## src/rtl/sdram_burst_loader_if.sv

```systemverilog
// rtl/sdram_burst_loader_if.sv - word stream and SDRAM controller bus bundle
// Purpose: groups the incoming word stream handshake and the SDRAM controller
// request/ack bus used by sdram_burst_loader.
// Signals:
//   in_valid/in_ready/in_data            word stream from the I2C slave
//   write_req/write_address/write_data   line write request to the controller
//   write_ack                            controller accepted the write
//   read_req/read_address                line read request to the controller
//   read_data/read_ack                   returned line and its strobe
// Modports: master = loader side, slave = stream source / controller side.
interface sdram_burst_loader_if #(
    parameter int WORD_W = 32,
    parameter int WPL    = 4,
    parameter int ADDR_W = 22
);
    logic                    in_valid;
    logic                    in_ready;
    logic [WORD_W-1:0]       in_data;
    logic                    write_req;
    logic [ADDR_W-1:0]       write_address;
    logic [WORD_W*WPL-1:0]   write_data;
    logic                    write_ack;
    logic                    read_req;
    logic [ADDR_W-1:0]       read_address;
    logic [WORD_W*WPL-1:0]   read_data;
    logic                    read_ack;

    modport master (
        input  in_valid, in_data, write_ack, read_data, read_ack,
        output in_ready, write_req, write_address, write_data,
               read_req, read_address
    );

    modport slave (
        output in_valid, in_data, write_ack, read_data, read_ack,
        input  in_ready, write_req, write_address, write_data,
               read_req, read_address
    );
endinterface

```

## src/rtl/sdram_burst_loader.sv

```systemverilog
// rtl/sdram_burst_loader.sv - packs words into SDRAM lines, writes, verifies, reads back
// Purpose: collects WPL words into one line, writes it to a circular SDRAM
// region starting at BASE_ADDR, optionally reads it back to verify, and serves
// single-line host reads. Every request is bounded by a TIMEOUT-cycle watchdog.
// Ports:
//   MAX10_CLK1_50  clock
//   RESET_N        asynchronous active-low reset
//   bus            word stream + SDRAM controller bus (master modport)
//   flush          pulse: write the partially filled line (zero padded)
//   rd_start/rd_addr   host read request and line address
//   rd_data/rd_done    host read result and completion pulse
//   wr_done        pulse per completed line write
//   line_count     completed line writes, saturating
//   wrapped/verify_err/timeout_err   sticky status flags
module sdram_burst_loader #(
    parameter int WORD_W    = 32,
    parameter int WPL       = 4,
    parameter int ADDR_W    = 22,
    parameter int BASE_ADDR = 1,
    parameter int DEPTH     = 1024,
    parameter int VERIFY    = 1,
    parameter int TIMEOUT   = 1023
) (
    input  logic                    MAX10_CLK1_50,
    input  logic                    RESET_N,
    sdram_burst_loader_if.master    bus,
    input  logic                    flush,
    input  logic                    rd_start,
    input  logic [ADDR_W-1:0]       rd_addr,
    output logic [WORD_W*WPL-1:0]   rd_data,
    output logic                    rd_done,
    output logic                    wr_done,
    output logic [15:0]             line_count,
    output logic                    wrapped,
    output logic                    verify_err,
    output logic                    timeout_err
);
    localparam int LINE_W = WORD_W * WPL;
    localparam int IDX_W  = $clog2(WPL + 1);
    localparam int CNT_W  = $clog2(TIMEOUT + 1);
    localparam logic [ADDR_W-1:0] FIRST    = ADDR_W'(BASE_ADDR);
    localparam logic [ADDR_W-1:0] LAST     = ADDR_W'(BASE_ADDR + DEPTH - 1);
    localparam logic [IDX_W-1:0]  FULL     = IDX_W'(WPL);
    localparam logic [CNT_W-1:0]  CNT_LAST = CNT_W'(TIMEOUT - 1);

    typedef enum logic [2:0] {IDLE, WRITE, VRD, RD, DONE} state_t;
    state_t state, state_nxt;

    logic [IDX_W-1:0]  word_idx, idx_after;
    logic [LINE_W-1:0] line_buf;
    logic [ADDR_W-1:0] line_addr, vrd_addr, rd_addr_q;
    logic [CNT_W-1:0]  cnt;
    logic              armed, rd_pending;
    logic              accept, write_due, busy, timed_out;
    logic              write_hit, vrd_hit, rd_hit;

    assign busy      = (state == WRITE) || (state == VRD) || (state == RD);
    assign write_hit = (state == WRITE) && bus.write_ack;
    assign vrd_hit   = (state == VRD) && bus.read_ack;
    assign rd_hit    = (state == RD) && bus.read_ack;

    always_ff @(posedge MAX10_CLK1_50 or negedge RESET_N) begin
        if (!RESET_N) state <= IDLE;
        else          state <= state_nxt;
    end

    always_comb begin
        state_nxt         = state;
        bus.in_ready      = 1'b0;
        bus.write_req     = 1'b0;
        bus.write_address = '0;
        bus.write_data    = '0;
        bus.read_req      = 1'b0;
        bus.read_address  = '0;
        accept            = 1'b0;
        idx_after         = word_idx;
        write_due         = 1'b0;
        timed_out         = 1'b0;
        case (state)
            IDLE: begin
                // armed holds in_ready low until the first edge after reset
                bus.in_ready = armed && (word_idx < FULL);
                accept       = bus.in_ready && bus.in_valid;
                idx_after    = word_idx + IDX_W'(accept);
                // a flush in the same cycle as a word counts that word
                write_due    = (idx_after == FULL) || (flush && (idx_after != '0));
                if (write_due)
                    state_nxt = WRITE;
                else if (rd_start || rd_pending)
                    state_nxt = RD;
            end
            WRITE: begin
                bus.write_req     = 1'b1;
                bus.write_address = line_addr;
                bus.write_data    = line_buf;
                if (bus.write_ack)
                    state_nxt = (VERIFY != 0) ? VRD : IDLE;
                else if (cnt == CNT_LAST) begin
                    timed_out = 1'b1;
                    state_nxt = IDLE;
                end
            end
            VRD: begin
                bus.read_req     = 1'b1;
                bus.read_address = vrd_addr;
                if (bus.read_ack)
                    state_nxt = IDLE;
                else if (cnt == CNT_LAST) begin
                    timed_out = 1'b1;
                    state_nxt = IDLE;
                end
            end
            RD: begin
                bus.read_req     = 1'b1;
                bus.read_address = rd_addr_q;
                if (bus.read_ack)
                    state_nxt = DONE;
                else if (cnt == CNT_LAST) begin
                    timed_out = 1'b1;
                    state_nxt = IDLE;
                end
            end
            DONE:    state_nxt = IDLE;
            default: state_nxt = IDLE;
        endcase
    end

    always_ff @(posedge MAX10_CLK1_50 or negedge RESET_N) begin
        if (!RESET_N) begin
            armed       <= 1'b0;
            word_idx    <= '0;
            line_buf    <= '0;
            line_addr   <= FIRST;
            vrd_addr    <= '0;
            rd_addr_q   <= '0;
            rd_pending  <= 1'b0;
            cnt         <= '0;
            rd_data     <= '0;
            rd_done     <= 1'b0;
            wr_done     <= 1'b0;
            line_count  <= '0;
            wrapped     <= 1'b0;
            verify_err  <= 1'b0;
            timeout_err <= 1'b0;
        end else begin
            armed   <= 1'b1;
            wr_done <= write_hit;
            rd_done <= rd_hit;
            cnt     <= (busy && (state_nxt == state)) ? cnt + CNT_W'(1) : '0;

            // the read address stays frozen while its request is outstanding
            if (rd_start && (state != RD))
                rd_addr_q <= rd_addr;
            if ((state == IDLE) && (state_nxt == RD))
                rd_pending <= 1'b0;
            else if (rd_start)
                rd_pending <= 1'b1;

            // slot 0 reloads the whole line so unfilled slots read as zero
            if (accept) begin
                if (word_idx == '0)
                    line_buf <= LINE_W'(bus.in_data);
                for (int i = 1; i < WPL; i++)
                    if (word_idx == IDX_W'(i))
                        line_buf[i*WORD_W +: WORD_W] <= bus.in_data;
                word_idx <= idx_after;
            end

            if (write_hit) begin
                word_idx <= '0;
                vrd_addr <= line_addr;
                if (line_addr == LAST) begin
                    line_addr <= FIRST;
                    wrapped   <= 1'b1;
                end else begin
                    line_addr <= line_addr + ADDR_W'(1);
                end
                if (line_count != 16'hFFFF)
                    line_count <= line_count + 16'd1;
            end

            if (timed_out) begin
                timeout_err <= 1'b1;
                word_idx    <= '0;
            end

            if (vrd_hit && (bus.read_data != line_buf))
                verify_err <= 1'b1;

            if (rd_hit)
                rd_data <= bus.read_data;
        end
    end
endmodule
```

## src/flat_wrapper.sv

```systemverilog
// flat-port wrapper written by rule: the top's interface ports become plain ports
module sdram_burst_loader_flat 
#(
    parameter int WORD_W    = 32,
    parameter int WPL       = 4,
    parameter int ADDR_W    = 22,
    parameter int BASE_ADDR = 1,
    parameter int DEPTH     = 1024,
    parameter int VERIFY    = 1,
    parameter int TIMEOUT   = 1023
)
  (MAX10_CLK1_50, RESET_N, flush, rd_start, rd_addr, rd_data, rd_done, wr_done, line_count, wrapped, verify_err, timeout_err, bus_in_valid, bus_in_data, bus_write_ack, bus_read_data, bus_read_ack, bus_in_ready, bus_write_req, bus_write_address, bus_write_data, bus_read_req, bus_read_address);
  sdram_burst_loader_if #(.WORD_W(WORD_W), .WPL(WPL), .ADDR_W(ADDR_W)) bus_i ();
  input  logic MAX10_CLK1_50;
  input  logic RESET_N;
  input  logic flush;
  input  logic rd_start;
  input  logic [ADDR_W-1:0] rd_addr;
  output logic [WORD_W*WPL-1:0] rd_data;
  output logic rd_done;
  output logic wr_done;
  output logic [15:0] line_count;
  output logic wrapped;
  output logic verify_err;
  output logic timeout_err;
  input wire logic [$bits(bus_i.in_valid)-1:0] bus_in_valid;
  input wire logic [$bits(bus_i.in_data)-1:0] bus_in_data;
  input wire logic [$bits(bus_i.write_ack)-1:0] bus_write_ack;
  input wire logic [$bits(bus_i.read_data)-1:0] bus_read_data;
  input wire logic [$bits(bus_i.read_ack)-1:0] bus_read_ack;
  output wire logic [$bits(bus_i.in_ready)-1:0] bus_in_ready;
  output wire logic [$bits(bus_i.write_req)-1:0] bus_write_req;
  output wire logic [$bits(bus_i.write_address)-1:0] bus_write_address;
  output wire logic [$bits(bus_i.write_data)-1:0] bus_write_data;
  output wire logic [$bits(bus_i.read_req)-1:0] bus_read_req;
  output wire logic [$bits(bus_i.read_address)-1:0] bus_read_address;
  assign bus_i.in_valid = bus_in_valid;
  assign bus_i.in_data = bus_in_data;
  assign bus_i.write_ack = bus_write_ack;
  assign bus_i.read_data = bus_read_data;
  assign bus_i.read_ack = bus_read_ack;
  assign bus_in_ready = bus_i.in_ready;
  assign bus_write_req = bus_i.write_req;
  assign bus_write_address = bus_i.write_address;
  assign bus_write_data = bus_i.write_data;
  assign bus_read_req = bus_i.read_req;
  assign bus_read_address = bus_i.read_address;
  sdram_burst_loader #(.WORD_W(WORD_W), .WPL(WPL), .ADDR_W(ADDR_W), .BASE_ADDR(BASE_ADDR), .DEPTH(DEPTH), .VERIFY(VERIFY), .TIMEOUT(TIMEOUT)) u_core (.MAX10_CLK1_50(MAX10_CLK1_50), .RESET_N(RESET_N), .bus(bus_i), .flush(flush), .rd_start(rd_start), .rd_addr(rd_addr), .rd_data(rd_data), .rd_done(rd_done), .wr_done(wr_done), .line_count(line_count), .wrapped(wrapped), .verify_err(verify_err), .timeout_err(timeout_err));
endmodule
```

## config.mk

```make
export PLATFORM = sky130hd
export DESIGN_NAME = sdram_burst_loader_flat
export DESIGN_NICKNAME = d
export VERILOG_FILES = /design/src/rtl/sdram_burst_loader_if.sv /design/src/rtl/sdram_burst_loader.sv /design/src/flat_wrapper.sv
export SDC_FILE = /design/constraint.sdc
export NUM_CORES = 1
export LEC_CHECK = 0
export CAP_MARGIN = 30
export CORE_AREA = 3 3 243 245
export CTS_CLUSTER_SIZE = 30
export DETAILED_ROUTE_END_ITERATION = 7
export DIE_AREA = 0 0 246 248
export SKIP_CTS_REPAIR_TIMING = 1
export SYNTH_ARGS = -nofsm -noshare
export SYNTH_HDL_FRONTEND = slang
export SYNTH_SLANG_ARGS = --single-unit
```

## constraint.sdc

```tcl
create_clock -name MAX10_CLK1_50 -period 5.15 [get_ports MAX10_CLK1_50]
set_clock_uncertainty 0.05 [all_clocks]
set_input_delay 0.7725 -clock MAX10_CLK1_50 [delete_from_list [all_inputs] [get_ports MAX10_CLK1_50]]
set_output_delay 0.7725 -clock MAX10_CLK1_50 [all_outputs]
set_load 0.005 [all_outputs]
```

**Yosys cells after proc, flatten, opt, wreduce, memory -nomap -nowiden**

Index checks and enable logic that the tools add are counted.
Widths: inputs -> output; s select.

- Output and inout port bits: 324
- Register bits after elaboration: 361
- Logic and storage cells: 99
- Input port bits: 189

- Muxes and demuxes: 30
- Equality and inequality tests: 14
- Reduce and logical (&&, ||, !) cells: 31
- Add/sub/neg operators: 4
- $lt $le $gt $ge: 1

Operators with widths:

| operator | count |
|---|---|
| $mux 128 | 2 |
| $ne 128x128->1 | 1 |
| $mux 32 | 3 |
| $mux 22 | 2 |
| $pmux 22 s2 | 1 |
| $mux 3 | 10 |
| $add 22x1->22 const B | 1 |
| $eq 22x11->1 const B | 1 |
| $add 16x1->16 const B | 1 |
| $ne 16x16->1 const B | 1 |
| $eq 3x2->1 const B | 5 |
| $reduce_and 2->1 | 7 |
| $pmux 3 s4 | 1 |
| $add 10x1->10 const B | 1 |
| $eq 10x10->1 const B | 1 |
| $logic_and 1x1->1 | 10 |
| $mux 10 | 1 |
| $mux 1 | 9 |
| $reduce_bool 3->1 | 3 |
| $reduce_bool 2->1 | 4 |
| $eq 3x1->1 const B | 2 |
| $logic_not 3->1 | 2 |
| $logic_or 1x1->1 | 4 |
| $add 3x1->3 | 1 |
| other kinds (6) | 6 |

**Depth between registers and ports, before layout**

Gate-level depths: netlist (run 1).

- Depth in word-level cells: 12
- Mapped depth: 10
- Depth with buffers taken out: 9

**Least setup slack after synthesis (run 1)**

No wires, ideal clock.

- Kind: reg-to-output
- From: reg u_core.state[1]
- To: out bus_write_data[100]
- Path buffers: 3
- Required time: 4.328 ns
- Setup slack: 2.793 ns
- Stages on the path, launching flop included: 6
- Arrival: 1.534 ns
- Cells stage by stage: dfrtp_1 > clkbuf_1 > nor3b_4 > clkbuf_1 > clkbuf_1 > and2_1

- Word-level cells in the longest chain between the ends: 2

Ends and longest elaborated chain:

| item | RTL line | source |
|---|---|---|
| from (decl) | sdram_burst_loader.sv:47 | `state_t state, state_nxt;` |
| from (signal assigned) | sdram_burst_loader.sv:64 | `else state <= state_nxt;` |
| $eq 3x1->1 | sdram_burst_loader.sv:79 | `case (state)` |
| $mux 128 | sdram_burst_loader.sv:79 |  |
| to (decl) | flat_wrapper.sv:34 | `output wire logic [$bits(bus_i.write_data)-1:0] bus_write_data;` |

Every way passes these cells.

**Final worst setup path (run 1)**

- From: reg u_core.state[1]
- To: out bus_write_data[119]

Same word-level chain as after synthesis.

==> metrics, run 1 <==
Critical Path, Cell by Cell nor3b_4 > buf_12 > and2_1 > clkdlybuf4s50_1; layout cells sized above 1 0.0626; drt pass-1 iters 5; clk root buf clkbuf_16; Synth Register Bits between 300 and 400; Leak Pwr between 0.01 and 0.015 uW; Critical Path Source Type register; hpwl dp around 54000 um; Power Density roughly 480 mW/mm^2; vias per inst 4.73; DP Area ~0.023 mm^2; internal power ~7600 uW; Synth Cell Area 0.0170 mm^2; Setup Viol. Count Final 0; fin crit share 0.706; setup ws final 1.51 ns; pre-CTS WS about 1.2 ns; Die Wd about 250 um; TritonCTS clock tree yes; maximum root-to-sink buffer count 3; switching part of the total 0.348; Crit path largest cell delay 0.60 ns; final setup TNS 0 ns; worst vdd ir 0.317 mV; clock sink count around 360; Worst EP required 4.33 ns; IO Port Bufs just over 500; Final nets 2529; EDFF count, synth 0; Mapped Nets 2053; htree depth 2; largest net degree at the start of global routing 130; Die Height approximately 250 um; Placer Congestion ~0.85; CP max FO 129; vias in the first global route about 15000; Synth async-reset ratio 1.00; Core Rows a little under 90; Worst-path clk slew ~0.06 ns; Slew headroom 0.360; switching power a little over 4000 uW; final instance area 0.0243 mm^2; core area about 0.057 mm^2; register area share after synthesis 0.530; Final Max Slew Viols 0; Die Area a little over 0.06 mm^2; first-pass GRT wire length a little over 100000 um; Tightest Pin Transition about 0.95 ns; Setup CP Type register to output port; routed wire length a little over 70000 um; Yosys cell types 57; Cells after Synth 1857; clk_lat worst skew 0.57 ns; DRT antenna net count 0; Post-route DRC 0; outcome finished clean; clock power share 0.262; overall global routing resource usage 0.230; Arr. time, crit path around 2.8 ns; vias 14824; min cycle time layout between 3 and 4 ns; P&R area growth vs syn 42.8%; wire per inst roughly 23 um; RSZ-0062 raised after global routing no; starting density of the core 0.297; Comb power frac 0.366; Sequential Power Share 0.372; Final Hold Viols 0; Iter 0 DRT Violations about 1000; Yosys warnings 0; Setup crit end kind output port; GRT overflow 0; maxcap violations 0; IO Pins slightly above 500; Synth Area per Inst between 9 and 10 um^2; Synth Flop Type dfrtp_1; antenna violations before repair 4; Fmax 275 MHz; total CTS buffers 43; final hold slack about 0.20 ns; slowest cell on the critical path clkdlybuf4s50_1; Worst Hold Class input pin to async pin
-- power by group through the flow --
stage	sequential (uW)	combinational (uW)	clock, uW
after floorplan	4230	1890	0
after global placement	4310	4260	0
after detailed placement	4350	4310	0
after CTS	4310	4330	3120
after global routing	4430	4670	3230
final	4310	4240	3030
-- cell usage after synthesis (2+ instances only) --
cell type,number,share of area
nor3_1,4,0.0012
and3_1,7,0.0026
xor2_1,14,0.0072
and2_1,151,0.055
nand2_1,658,0.14
mux2_2,53,0.035
inv_1,20,0.0044
and4_1,4,0.0021
o22ai_1,8,0.0029
mux2i_1,23,0.014
a22o_1,2,0.0010
buf_2,10,0.0029
o31ai_1,5,0.0022
clkbuf_1,80,0.018
nand3b_1,2,0.00088
a21o_1,3,0.0013
nand3_1,50,0.015
nor4_1,14,0.0051
a21oi_1,7,0.0021
a31oi_1,2,0.00073
o21ai_0,92,0.027
nand2b_1,3,0.0011
buf_1,6,0.0013
ha_1,7,0.0051
dfrtp_1,360,0.53
nor3b_1,3,0.0013
nor2_1,55,0.012
clkinv_1,2,0.00044
nor2b_1,7,0.0026
o41ai_1,2,0.0010
xnor2_1,135,0.069
nand4_1,43,0.016
-- layer usage --
metal | global-route usage | up-vias | routed length (um)
met5 | 0 | - | 21
met4 | 0.0776 | 4 | 2460
met3 | 0.0610 | 110 | 5340
met2 | 0.375 | 539 | 33300
met1 | 0.295 | 7243 | 30400
li1 | - | 6928 | -
-- sequential cells by signal, summed over array words and instances, names as in the netlist --
signal / cells
u_core.vrd_addr: 22
u_core.rd_done: 1
u_core.verify_err: 1
u_core.wrapped: 1
u_core.line_buf: 128
u_core.state: 3
u_core.cnt: 10
u_core.timeout_err: 1
u_core.line_count: 16
u_core.armed: 1
u_core.wr_done: 1
u_core.line_addr: 22
u_core.rd_pending: 1
u_core.rd_addr_q: 22
u_core.rd_data: 128
u_core.word_idx: 3
-- per-stage QoR --
step	util	instances	total power, uW
after floorplan	-	1857	6120
after global placement	0.400	3053	8570
after detailed placement	0.400	3053	8660
after CTS	0.424	3131	11800
after global routing	0.424	3132	12300
final	0.424	3132	11600
-- area by class of cell --
class | count | area, um^2
Clock buffer | 67 | 1240
Fill cell | 5616 | 33000
Sequential cell | 361 | 9040
Tap cell | 765 | 957
Timing Repair Buffer | 529 | 5300
Multi-Input combinational cell | 1376 | 7560
Antenna cell | 1 | 2.50
Clock inverter | 11 | 149
Inverter | 22 | 85.1
-- kinds of logic (layout without fill, tap and decap cells) --
family | Yosys count | in the layout | synth area share
AND/OR/NAND/NOR | 1013 | 1013 | 0.267
XOR/XNOR | 149 | 149 | 0.0766
buffers and inverters | 120 | 629 | 0.0278
other | 1 | 2 | 0.000220
multiplexers | 76 | 76 | 0.0486
AO/OA/AOI/OAI | 130 | 130 | 0.0439
flip-flops | 361 | 361 | 0.530
adder cells (fa/ha/maj) | 7 | 7 | 0.00514
-- layout by cell type (no fill, tap or decap), types with 4 or more instances in the layout --
master,count
clkbuf_16,43
xor2_1,14
xnor2_1,135
o21ai_0,92
a21oi_1,7
o22ai_1,8
buf_4,14
inv_1,20
nor2b_1,7
nand2_1,658
mux2_2,53
dfrtp_1,359
clkdlybuf4s50_1,511
nand4_1,43
o31ai_1,5
and4_1,4
nor4_1,14
and2_1,151
nor2_1,54
nor3_1,4
clkbuf_8,7
ha_1,7
clkinv_2,5
mux2i_1,23
and3_1,7
clkbuf_1,17
nand3_1,49
-- worst max-delay path: cells and delay by family, from the launching register on --
family / cells / cell delay (ns)
DFF: 1 / 0.53
buffers and inverters: 2 / 0.99
and+or+nand+nor: 2 / 0.53
-- final timing paths --
check / start / end / slack [ns] / cells after the start
hold reg to reg: u_core.rd_data[97] / u_core.rd_data[97] / 0.42 / 2
min in group MAX10_CLK1_50: u_core.rd_data[97] / u_core.rd_data[97] / 0.42 / 2
setup / recovery: u_core.state[1] / bus_write_data[119] / 1.51 / 4
setup reg to reg: u_core.state[1] / u_core.line_addr[3] / 1.56 / 7
max in group asynchronous: RESET_N / u_core.word_idx[1] / 3.49 / 2
hold / removal: RESET_N / u_core.rd_data[2] / 0.20 / 1
No activity file was read; power rests on OpenSTA's default activity.
==> inputs of run 2 (changes only) <==
Clock period 5.15 ns to 3.4 ns, I/O delays scaled along.
==> metrics, run 2 (synthesized netlist as in run 1, its figures left out) <==
TritonCTS clock tree yes; delay-heaviest family, CP buffers and inverters; Slew headroom 0.324; Crit path largest cell delay between 0.6 and 0.7 ns; FF-to-FF path depth 6; most frequent cells in the layout 658 x nand2_1, 511 x clkdlybuf4s50_1, 357 x dfrtp_1; starting density of the core 0.297; P&R area growth vs syn 45.2%; top flop regs u_core.line_buf (128), u_core.rd_data (128); hpwl dp ~55000 um; first-pass GRT wire length 104000 um; drt pass-1 iters 5; total CTS buffers 43; slowest cell on the critical path clkdlybuf4s50_1; outcome finished clean; post-route insts no fill approximately 3200; Die Height between 200 and 250 um; Iter 0 DRT Violations between 1000 and 1500; IO Pins approximately 500; maximum root-to-sink buffer count 3; Worst-path clk slew 0.06 ns; min cycle time layout approximately 3.2 ns; Critical Path Source Type register; Post-route DRC 0; RSZ-0062 raised after global routing no; internal power 11900 uW; Worst Hold Launch u_core.rd_data[52]; wire per inst roughly 23 um; GRT overflow 0; setup ws final between 0.15 and 0.2 ns; Die Area between 0.06 and 0.07 mm^2; commonest non-fill, non-tap cell in the layout nand2_1; Final Max Slew Viols 0; Die Wd 246 um; overall global routing resource usage 0.232; Bufs and invs on worst path 2; Placed Cells around 3000; Final nets about 2600; WHS Path Cells 2; Hold Path End u_core.rd_data[52]; Final Hold Viols 0; DRT antenna net count 0; Critical Path, Cell by Cell nor3b_4 > clkbuf_16 > and2_1 > clkdlybuf4s50_1; Leak Pwr 0.0109 uW; Setup Viol. Count Final 0; Power Density approximately 740 mW/mm^2; vias about 15000; core area about 0.057 mm^2; worst vdd ir roughly 0.36 mV; pre-CTS WS -0.208 ns; Tightest Pin Transition 0.989 ns; clock power share 0.278; clk_lat worst skew 0.58 ns; switching part of the total 0.344; clock sink count ~360; Worst Hold Class register to register; largest net degree at the start of global routing 130; r2r endpoint u_core.verify_err; vias in the first global route roughly 15000; layout cells sized above 1 0.0790; maxcap violations 0; Core Rows 88; Placer Congestion 0.865; switching power about 6300 uW; Sequential Power Share 0.363; Fmax roughly 310 MHz; Worst EP required between 2 and 3 ns; Setup crit end kind output port; Filler Cells Inserted about 5600; antenna violations before repair 7; reg-to-reg setup timing slack 0.68 ns; Arr. time, crit path 2.68 ns; Comb power frac 0.359; htree depth 2; routed wire length around 73000 um; Setup CP Type register to output port; vias per inst 4.78; IO Port Bufs between 500 and 600; fin crit share 0.953; R2R Path Start u_core.line_buf[2]; CP max FO between 100 and 150; clk root buf clkbuf_16
==> run 2: tightest hold or removal path, stage by stage (launching register included) <==
cell     delay (ns)
dfrtp_1        0.34
nand2_1        0.05
nand2_1        0.05
==> run 2: final cells by class <==
type / instances / area (um^2) / area share
antenna: 4 / 10.0 / 0.000405
clock buffer: 57 / 1240 / 0.0501
clock inverter: 22 / 312 / 0.0126
inverter: 22 / 85.1 / 0.00344
multi-input combinational: 1376 / 7560 / 0.306
sequential: 361 / 9040 / 0.365
tap: 765 / 957 / 0.0387
timing repair buffer: 554 / 5540 / 0.224
==> run 2: power groups by stage <==
stage / sequential (uW) / clock (uW) / combinational [uW]
global route: 6770 / 5370 / 7130
CTS: 6600 / 5170 / 6630
finish: 6600 / 5060 / 6530
detailed placement: 6650 / 0 / 6590
global placement: 6610 / 0 / 6520
floorplan: 6410 / 0 / 2860
==> run 2: worst max path at each step <==
| stage | depth (start not counted) | slack (ns) | to | startpoint |
|---|---|---|---|---|
| floorplan | 5 | 1.31 | bus_write_data[100] | u_core.state[1] |
| detailed placement | 7 | -0.21 | u_core.verify_err | bus_read_data[2] |
| CTS | 4 | 0.05 | bus_write_data[36] | u_core.state[0] |
| global route | 4 | 0.06 | bus_write_data[36] | u_core.state[2] |
| finish | 4 | 0.16 | bus_write_data[88] | u_core.state[1] |
| global placement | 7 | -0.11 | u_core.verify_err | bus_read_data[2] |
==> run 2: metrics by stage <==
step                      TNS (ns)  area, um^2  total power (uW)   util  hold slack [ns]
final                            0       24700             18200  0.431            0.422
after detailed placement    -0.208       23200             13200  0.404            0.412
after global routing             0       24700             19300  0.431            0.443
after CTS                        0       24700             18400  0.431          -0.0176
after floorplan                  0       17000              9270      -            0.164
after global placement      -0.113       23200             13100  0.404            0.408
==> run 2: metal layers <==
layer / GRT usage / wire length (um) / vias to the layer above
met4: 0.0596 / 1680 / 4
met3: 0.0559 / 5390 / 86
met1: 0.306 / 31000 / 7456
met5: 0 / 27 / -
met2: 0.384 / 34600 / 576
li1: - / - / 6988
==> inputs of run 3 (changes only) <==
Settings changed: PLACE_DENSITY from default to 0.55, SLEW_MARGIN from default to 20.
==> metrics, run 3 (synthesized netlist as in run 1, its figures left out) <==
Die Area between 0.06 and 0.07 mm^2; wire per inst between 20 and 25 um; IO Port Bufs ~500; fin crit share 0.955; R2R Path Start u_core.state[1]; layout cells sized above 1 0.0753; largest net degree at the start of global routing 137; clock sink count 361; final hold slack -0.0112 ns; worst vdd ir around 0.38 mV; Worst-path clk slew around 0.06 ns; setup ws final 0.153 ns; antenna violations before repair 8; clk root buf clkbuf_16; Iter 0 DRT Violations around 850; gr busiest metal met2; Die Wd 246 um; r2r endpoint u_core.line_addr[18]; commonest non-fill, non-tap cell in the layout nand2_1; Final Hold Viols 8; Fmax just over 300 MHz; met2 Use GR 0.373; Arr. time, crit path roughly 2.7 ns; core area between 0.05 and 0.06 mm^2; slowest cell on the critical path clkdlybuf4s50_1; Setup crit end kind output port; first-pass GRT wire length a little over 100000 um; Post-route DRC 0; top flop regs u_core.line_buf (128), u_core.rd_data (128); min cycle time layout roughly 3.2 ns; Slew headroom 0.375; Worst EP required about 2.8 ns; vias per inst approximately 4.7; Leak Pwr 0.0108 uW; IO Pins around 510; final setup TNS 0 ns; Setup CP Type register to output port; overall global routing resource usage 0.230; Pwr Total around 18000 uW; DRT antenna net count 0; htree depth 2; Core Rows 88; failing checks negative hold slack; routed wire length about 72000 um; total CTS buffers 43; CP max FO 55; Critical Path Source Type register; Setup Viol. Count Final 0; vias in the first global route about 15000; hpwl dp between 50000 and 60000 um; Final nets ~2600; P&R area growth vs syn 44.5%; maximum root-to-sink buffer count 3; clk_lat worst skew around 0.57 ns; Final Max Slew Viols 0; starting density of the core 0.297; Worst Hold Class input pin to async pin; reg-to-reg setup timing slack ~0.8 ns; Placer Congestion 0.865; met1 Usage GRT 0.290; Die Height roughly 250 um; drt pass-1 iters 5; maxcap violations 0; Critical Path, Cell by Cell nor3b_4 > buf_4 > buf_6 > and2_1 > clkdlybuf4s50_1; outcome finished with violations; most frequent cells in the layout 658 x nand2_1, 509 x clkdlybuf4s50_1, 358 x dfrtp_1; RSZ-0062 raised after global routing no; Crit path largest cell delay 0.53 ns; Tightest Pin Transition roughly 0.94 ns; pre-CTS WS 0.0540 ns; Power Density just over 700 mW/mm^2; vias roughly 15000; FF-to-FF path depth 7; TritonCTS clock tree yes; Global Route met3 Usage 0.0666; GRT overflow 0
[run 3: worst max-delay path: cells and delay by family (launching register included)]
kind,cells,cell delay [ns]
buffers and inverters,3,1.08
flip-flops,1,0.52
AND/OR/NAND/NOR,2,0.49
[run 3: cell type report]
type / count / area [um^2]
repair buffers: 555 / 5570
inverters: 22 / 85.1
well taps: 765 / 957
clock inverters: 12 / 131
fillers: 5633 / 32800
flip-flops and latches: 361 / 9040
clock buffers: 65 / 1260
multi-input cells: 1376 / 7560
diodes: 4 / 10.0
[run 3: how the worst max path moves through the flow]
| stage | startpoint | to | slack [ns] |
|---|---|---|---|
| 2_1_floorplan | u_core.state[1] | bus_write_data[100] | 1.31 |
| 3_3_place_gp | bus_read_data[100] | u_core.verify_err | 0.02 |
| 3_5_place_dp | bus_read_data[102] | u_core.verify_err | 0.05 |
| 4_1_cts | u_core.state[1] | bus_write_data[5] | 0.12 |
| 5_1_grt | u_core.state[1] | bus_write_data[123] | 0.05 |
| 6_report | u_core.state[1] | bus_write_data[123] | 0.15 |
[run 3: power by group]
group          internal [uW]  leakage (uW)  total [uW]  switching [uW]
logic                   3300       0.00540        6610            3310
clock network           2710      0.000683        4640            1930
registers               5580       0.00471        6560             983
total                  11600        0.0108       17800            6220
[run 3: metrics by stage]
stage	area [um^2]	std cells	util
2_1_floorplan	17000	1857	-
4_1_cts	24600	3153	0.428
3_3_place_gp	23200	3076	0.404
3_5_place_dp	23200	3076	0.404
5_1_grt	24600	3159	0.429
6_report	24600	3160	0.429
[run 3: per-layer routing]
metal / vias to the layer above / wire length [um]
met5: - / 54
met2: 556 / 33600
met1: 7205 / 30000
met3: 128 / 5940
li1: 6996 / -
met4: 8 / 2850
